$ cat config.mk
export PLATFORM = sky130hd
export DESIGN_NAME = cmd_seq
export DESIGN_NICKNAME = d
export VERILOG_FILES = /design/src/rtl/cmd_seq.sv
export SDC_FILE = /design/constraint.sdc
export NUM_CORES = 1
export LEC_CHECK = 0
export ABC_AREA = 1
export CAP_MARGIN = 10
export CORE_ASPECT_RATIO = 2
export CORE_MARGIN = 1.5
export CORE_UTILIZATION = 48
export DETAILED_ROUTE_END_ITERATION = 8
export PLACE_DENSITY = 0.8
export SLEW_MARGIN = 20
export SYNTH_ARGS = -nofsm -noshare
export SYNTH_HDL_FRONTEND = slang
export SYNTH_SLANG_ARGS = --single-unit
$ cat constraint.sdc
create_clock -name clk -period 2.1 [get_ports clk]
set_input_delay 0.525 -clock clk [delete_from_list [all_inputs] [get_ports clk]]
set_output_delay 0.525 -clock clk [all_outputs]
set_load 0.01 [all_outputs]
$ cat src/rtl/cmd_seq.sv
// ---------------------------------------------------------------------------
// cmd_seq -- parametrised command sequencer.
//
// Consumes opcode/argument commands over a valid/ready handshake and uses
// them to program NCH channels. Each channel has an A_W-bit "a" register and
// a 1-bit "b" flag. Commands can also stall the stream for a number of
// cycles (WAIT), clear every channel (CLR), or park the sequencer for good
// (DONE, left only through rst). Illegal opcodes and out-of-range channel
// selects are consumed and raise a sticky err flag.
//
// Optional build macro: CMD_SEQ_CNT_EN adds a saturating 16-bit count of
// accepted commands on port cmd_cnt.
//
// Ports:
//   clk        in   rising-edge clock
//   rst        in   synchronous active-high reset
//   cmd_valid  in   command present
//   cmd_ready  out  command can be accepted this cycle (depends on state only)
//   cmd_op     in   3-bit opcode
//   cmd_ch     in   target channel
//   cmd_arg0   in   first argument
//   cmd_arg1   in   second argument
//   a          out  channel a registers, channel k at [k*A_W +: A_W]
//   b          out  channel b flags, bit k = channel k
//   busy       out  high while stalled in WAIT
//   done       out  high once DONE has been executed
//   err        out  sticky bad-command flag
//   cmd_cnt    out  accepted command count (CMD_SEQ_CNT_EN builds only)
// ---------------------------------------------------------------------------
module cmd_seq #(
  parameter int A_W   = 5,
  parameter int ARG_W = 8,
  parameter int NCH   = 4,
  localparam int CH_W = (NCH > 1) ? $clog2(NCH) : 1
) (
  input  logic                 clk,
  input  logic                 rst,
  input  logic                 cmd_valid,
  output logic                 cmd_ready,
  input  logic [2:0]           cmd_op,
  input  logic [CH_W-1:0]      cmd_ch,
  input  logic [ARG_W-1:0]     cmd_arg0,
  input  logic [ARG_W-1:0]     cmd_arg1,
  output logic [NCH*A_W-1:0]   a,
  output logic [NCH-1:0]       b,
  output logic                 busy,
  output logic                 done,
  output logic                 err
`ifdef CMD_SEQ_CNT_EN
  ,
  output logic [15:0]          cmd_cnt
`endif
);

  typedef enum logic [2:0] {
    OP_NOP  = 3'd0,
    OP_AAA  = 3'd1,
    OP_BBB  = 3'd2,
    OP_WAIT = 3'd3,
    OP_DONE = 3'd4,
    OP_CLR  = 3'd5
  } op_t;

  typedef enum logic [1:0] {
    ST_RUN  = 2'd0,
    ST_WAIT = 2'd1,
    ST_DONE = 2'd2
  } state_t;

  // The AAA sum is formed one bit wider than the arguments; if a channel is
  // wider than that, the extra upper bits are simply zero.
  localparam int SUM_W = (A_W > ARG_W + 1) ? A_W : ARG_W + 1;

  state_t           state, state_next;
  logic [ARG_W-1:0] wait_cnt, wait_next;
  logic             accept;
  logic             ch_ok;
  logic [SUM_W-1:0] sum;

  assign accept = cmd_valid && cmd_ready;
  assign ch_ok  = (32'(cmd_ch) < NCH);
  assign sum    = SUM_W'(cmd_arg0) + SUM_W'(cmd_arg1);

  // State and wait-counter register. Reset discards any pending wait.
  always_ff @(posedge clk) begin
    if (rst) begin
      state    <= ST_RUN;
      wait_cnt <= '0;
    end else begin
      state    <= state_next;
      wait_cnt <= wait_next;
    end
  end

  // Next-state and handshake/status outputs. The outputs decode the state
  // only, so nothing on cmd_* reaches an output combinationally. In RUN
  // cmd_ready is 1, so cmd_valid alone means the command is accepted.
  // WAIT leaves on the cycle the counter reads 1, which makes cmd_ready low
  // for exactly arg0 cycles.
  always_comb begin
    state_next = state;
    wait_next  = wait_cnt;
    cmd_ready  = 1'b0;
    busy       = 1'b0;
    done       = 1'b0;
    unique case (state)
      ST_RUN: begin
        cmd_ready = 1'b1;
        if (cmd_valid) begin
          if (cmd_op == OP_WAIT && cmd_arg0 != '0) begin
            state_next = ST_WAIT;
            wait_next  = cmd_arg0;
          end else if (cmd_op == OP_DONE) begin
            state_next = ST_DONE;
          end
        end
      end
      ST_WAIT: begin
        busy      = 1'b1;
        wait_next = wait_cnt - 1'b1;
        if (wait_cnt == ARG_W'(1)) begin
          state_next = ST_RUN;
        end
      end
      ST_DONE: begin
        done = 1'b1;
      end
      default: begin
        state_next = ST_RUN;
        wait_next  = '0;
      end
    endcase
  end

  // Channel registers and the sticky error flag. Bad commands are still
  // consumed; they only set err and leave every channel untouched.
  always_ff @(posedge clk) begin
    if (rst) begin
      a   <= '0;
      b   <= '0;
      err <= 1'b0;
    end else if (accept) begin
      case (cmd_op)
        OP_NOP, OP_WAIT, OP_DONE: begin
        end
        OP_AAA: begin
          if (ch_ok) begin
            for (int k = 0; k < NCH; k++) begin
              if (cmd_ch == CH_W'(k)) begin
                a[k*A_W +: A_W] <= sum[A_W-1:0];
              end
            end
          end else begin
            err <= 1'b1;
          end
        end
        OP_BBB: begin
          if (ch_ok) begin
            for (int k = 0; k < NCH; k++) begin
              if (cmd_ch == CH_W'(k)) begin
                b[k] <= cmd_arg0[0];
              end
            end
          end else begin
            err <= 1'b1;
          end
        end
        OP_CLR: begin
          a <= '0;
          b <= '0;
        end
        default: begin
          err <= 1'b1;
        end
      endcase
    end
  end

`ifdef CMD_SEQ_CNT_EN
  // Accepted-command counter; every accepted command counts, including NOP,
  // illegal opcodes and DONE. Holds at all-ones instead of wrapping.
  always_ff @(posedge clk) begin
    if (rst) begin
      cmd_cnt <= '0;
    end else if (accept && cmd_cnt != 16'hFFFF) begin
      cmd_cnt <= cmd_cnt + 16'd1;
    end
  end
`else
  // No command counter in this build.
`endif

endmodule
# After elaboration in Yosys (flattened, before gate mapping)
# Cells that the tools add are included.
[op_classes]
add_sub_neg = 2
n_mul = 0
div = 0
n_lt_le_gt_ge = 0
n_eq_ne = 23
shift = 0
n_mux = 21
n_bitwise = 2
reduce_logical = 20
[op_table]
columns = ["op", "count"]
rows = [
  ["one-hot mux 20 bit (2 select lines)", 1],
  ["AND reduction 3 bit", 9],
  ["one-hot mux 8 bit (3 select lines)", 1],
  ["inequality test 2 bit (second input constant)", 11],
  ["2-to-1 mux 5 bit", 4],
  ["2-to-1 mux 8 bit", 2],
  ["== test 8 x 1 -> 1 bit (second input constant)", 1],
  ["2-to-1 mux 2 bit", 4],
  ["one-hot mux 4 bit (2 select lines)", 1],
  ["nonzero test 8 bit", 1],
  ["subtractor 8 x 1 -> 8 bit (second input constant)", 1],
  ["2-to-1 mux 1 bit", 7],
  ["== test 2 bit (second input constant)", 3],
  ["== test 3 x 2 -> 1 bit (second input constant)", 2],
  ["== test 3 bit (second input constant)", 2],
  ["one-hot mux 2 bit (3 select lines)", 1],
  ["OR reduction 6 bit", 1],
  ["adder 5 bit", 1],
  ["== test 2 x 1 -> 1 bit (second input constant)", 2],
  ["logical NOT 2 bit", 2],
  ["AND reduction 4 bit", 1],
  ["nonzero test 2 bit", 2],
  ["== test 3 x 1 -> 1 bit (second input constant)", 1],
  ["logical NOT 3 bit", 1],
  ["4 further kinds", 6],
]
[totals]
register_bits = 35
latch_bits = 0
ramBits = 0
mem_bits_ro = 0
out_inout_bits = 28
elab_cells = 79
mem_count = 0

# Logic depth before layout (Yosys ltp)
[depth]
word_depth = 5
mapped_depth = 11
ltp_nobuf = 11

# Worst setup path after synthesis
# Ideal clock, no wire load.
[synth_path]
path_type = "input to register"
startpoint = "in cmd_arg0[0]"
endpoint = "reg a[4]"
arrival_ns = 1.551
slack_ns = 0.425
stages = 11
cell_sequence = "ha_1 inv_1 fa_1 inv_1 nand2_1 nand2_1 nand2_1 nand2_1 nand2_1 nand3_1 a21oi_1"
[synth_between]
elab_chain_cells = 3
[synth_rtl]
columns = ["item", "line", "rtl"]
rows = [
  ["start, declared", "42", "input logic [ARG_W-1:0] cmd_arg0,"],
  ["adder 5 bit", "82", "assign sum = SUM_W'(cmd_arg0) + SUM_W'(cmd_arg1);"],
  ["2-to-1 mux 5 bit", "149", "if (cmd_ch == CH_W'(k)) begin"],
  ["one-hot mux 20 bit (2 select lines)", "143", "case (cmd_op)"],
  ["end signal, assigned by index", "150", "a[k*A_W +: A_W] <= sum[A_W-1:0];"],
  ["end, declared", "44", "output logic [NCH*A_W-1:0] a,"],
]
# No other way between the ends. The select of a mux whose other input is x is not followed.
# A chain may end at the register's enable or synchronous reset.

# Worst setup path in the final report
[layout_path]
startpoint = "reg state[0]"
endpoint = "out busy"
[layout_between]
elab_chain_cells = 2
[layout_rtl]
columns = ["item", "line", "rtl"]
rows = [
  ["start, declared", "74", "state_t state, state_next;"],
  ["start signal, assigned", "90", "state <= state_next;"],
  ["== test 2 x 1 -> 1 bit", "106", "unique case (state)"],
  ["2-to-1 mux 1 bit", "106", ""],
  ["end, declared", "46", "output logic busy,"],
]
# No other way between the ends.

==> metrics <==
Slew @ Worst Pin=~300 ps; dpl cells=around 380; Psw=559.4 µW; worst min-delay path category=reg2reg; post-layout util=69.50%; crit path time final=1973 ps; DRC Markers=0; met3 Use GR=4.288%; hold-fix buffers at CTS=0; Internal=1.260 mW; Fin Clk Skew=7.665 ps; GR Layer Usage met2=43.33%; share of the synthesized area in the top cell type=36.53%; Distinct cells, synth=29; met1 usage=a little over a quarter; Max Slew Vio Count=0; crit-path max FO=5; most frequent cells after synthesis=60 x nand2_1, 41 x nor2_1, 35 x dfxtp_1; grt peak-use layer=met2; die area=4407 µm²; pwr/cell area=681.1 nW/µm²; kind of critical path=reg2out; Switching Fraction=30.75%; Synth area leaders=dfxtp_1 37%, nand2_1 12%, nor2_1 8.0%; detailed-placement wirelength estimate=approximately 3700 µm; Layout area overhead=39.27%; cell area after synthesis=~1900 µm²; root buffer cell=clkbuf_8; wirelength, routed=between 5000 and 6000 µm; layout cells sized above 1=13.78%; register bit total from synthesis=35; max cap viols=0; WL/cell=12.86 µm; Worst-Skew Late Latency=290 ps; max_slew headroom=80.00%; port bufs=48; post-route ant nets=0; synthesized area per cell=approximately 6.9 µm²; H-tree depth=2; Clk pwr share=between 30% and 40%; via count=1994; Reg power frac=40.3%; die width=47.70 µm; VDD IR-drop max=569.5 µV; startpoint type of the worst setup path=flip-flop; vias in the first global route=1866; YS warnings=0; Initial Utilization=between 40% and 50%; TritonCTS clock tree=yes; RSZ-0062 raised after global routing=false; Post-Layout Cell Count=392; Final Net Count=371; cell count after synthesis=280; element type at the critical path end=output pin; boundary pin count=between 50 and 60; Final Cycle Share=93.93%; n_diodes=0; CTS Sinks=35; largest net degree at the start of global routing=30; count leader, synth=nand2_1; status=finished, final reports clean; Final Setup Violations=0; Async S/R FF share, synth=0%; initial antenna violation count=0; share of the yosys chip area belonging to registers=36.53%; clock slew seen by the registers of the worst setup and hold paths=about 70 ps; core area=3844 µm²; GP Congestion=0.8186; row cnt=32; prevailing post-synth register cell=dfxtp_1; standby leakage power=1.226 nW; first-pass GRT wire length=8114 µm; dominant cell type by area after synthesis=dfxtp_1; Num CTS Buffers=5; Post-synth EDFFs=0; Peak Freq=0.5070 GHz; Max Buffers Root-to-Sink=2; Fillers=344; Mapped Nets=approximately 310; TritonRoute pass-1 iters=4; vias per cell=5.087; CP Data Required Time=between 1500 and 2000 ps; die height=92.40 µm; GRT overflow=0; Initial DRC Count=44; critical path arrival=1450 ps; Total GRT Usage=24.97%; count of final hold-check violations=0; Combinational Power Share=26.2%
## final cells by class
type	count	area, µm²	share of cell area (%)
clock inverters	3	43.79	1.639
well taps	51	63.81	2.389
flip-flops and latches	35	700.7	26.23
inverters	33	123.9	4.637
clock buffers	5	68.82	2.576
repair buffers	58	570.5	21.36
multi-input cells	207	1100	41.17
## power groups by stage
stage               Combinational (mW)  Clock (mW)  Sequential, mW
global placement                 0.457           0           0.746
global route                     0.535       0.653           0.736
floorplan                        0.276           0           0.750
CTS                              0.468       0.624           0.732
finish                           0.477       0.610           0.732
detailed placement               0.464           0           0.746
## path summary, 6_finish.rpt
check,startpoint,end,slack [ps],cells past startpoint
hold / removal,err,err,470,1
setup / recovery,state[0],busy,130,3
setup reg to reg,wait_cnt[0],wait_cnt[6],720,9
hold reg to reg,err,err,470,1
## logic make-up (layout without fill, tap and decap cells)
family	after synthesis	count (layout)	synth area share, %
AND/OR/NAND/NOR	136	136	31.77
buffers and inverters	38	99	7.958
AO/OA/AOI/OAI	62	62	17.87
flip-flops	35	35	36.53
XOR/XNOR	2	2	0.9134
adder cells (fa/ha/maj)	7	7	4.958
## registers in the layout, indices dropped and copies added (netlist names)
| register | count |
|---|---|
| wait_cnt | 8 |
| b | 4 |
| a | 20 |
| err | 1 |
| state | 2 |
## metal layers
metal | share of wire [%] | routed length [µm]
met1 | 38 | 1922
met2 | 55 | 2796
met3 | 4.2 | 211
met4 | 2.2 | 111
met5 | 0 | 0
## what timing repair did
item	CTS	global route
pin swaps	0	3
setup buffers	0	0
setup endpoints to repair	1	9
gates resized for setup	0	11
## worst max-delay path, stage by stage (launching register included)
cell and delay, ps:
dfxtp_1 390, nand2_2 120, inv_1 110, clkdlybuf4s50_1 540
## cells in the final DEF (no fill, tap or decap), drive strengths merged
cell,count
a21oi,32
nand4,2
ha,6
inv,33
dfxtp,35
clkbuf,5
buf,10
clkdlybuf4s50,47
dlymetal6s2s,1
o21ai,27
or2,1
nor3,2
xor2,2
nand3b,2
fa,1
nand3,19
o22ai,1
bufinv,1
clkinv,2
nor2,45
nand2,65
o21a,2
## stage by stage
step           setup slack, ps  TNS [ps]  total power, mW  cell area [µm²]  hold WS, ps
3_5_place_dp            -305.4     -2003            1.210             2521        462.2
6_report                 127.5         0            1.819             2671        474.8
3_3_place_gp            -224.7     -1579            1.203             2521        457.3
5_1_grt                  5.466         0            1.924             2671        505.7
2_1_floorplan            424.7         0            1.027             1918        467.1
4_1_cts                 -4.253    -4.253            1.824             2634        475.5
Power figures use the tool's default switching activity.
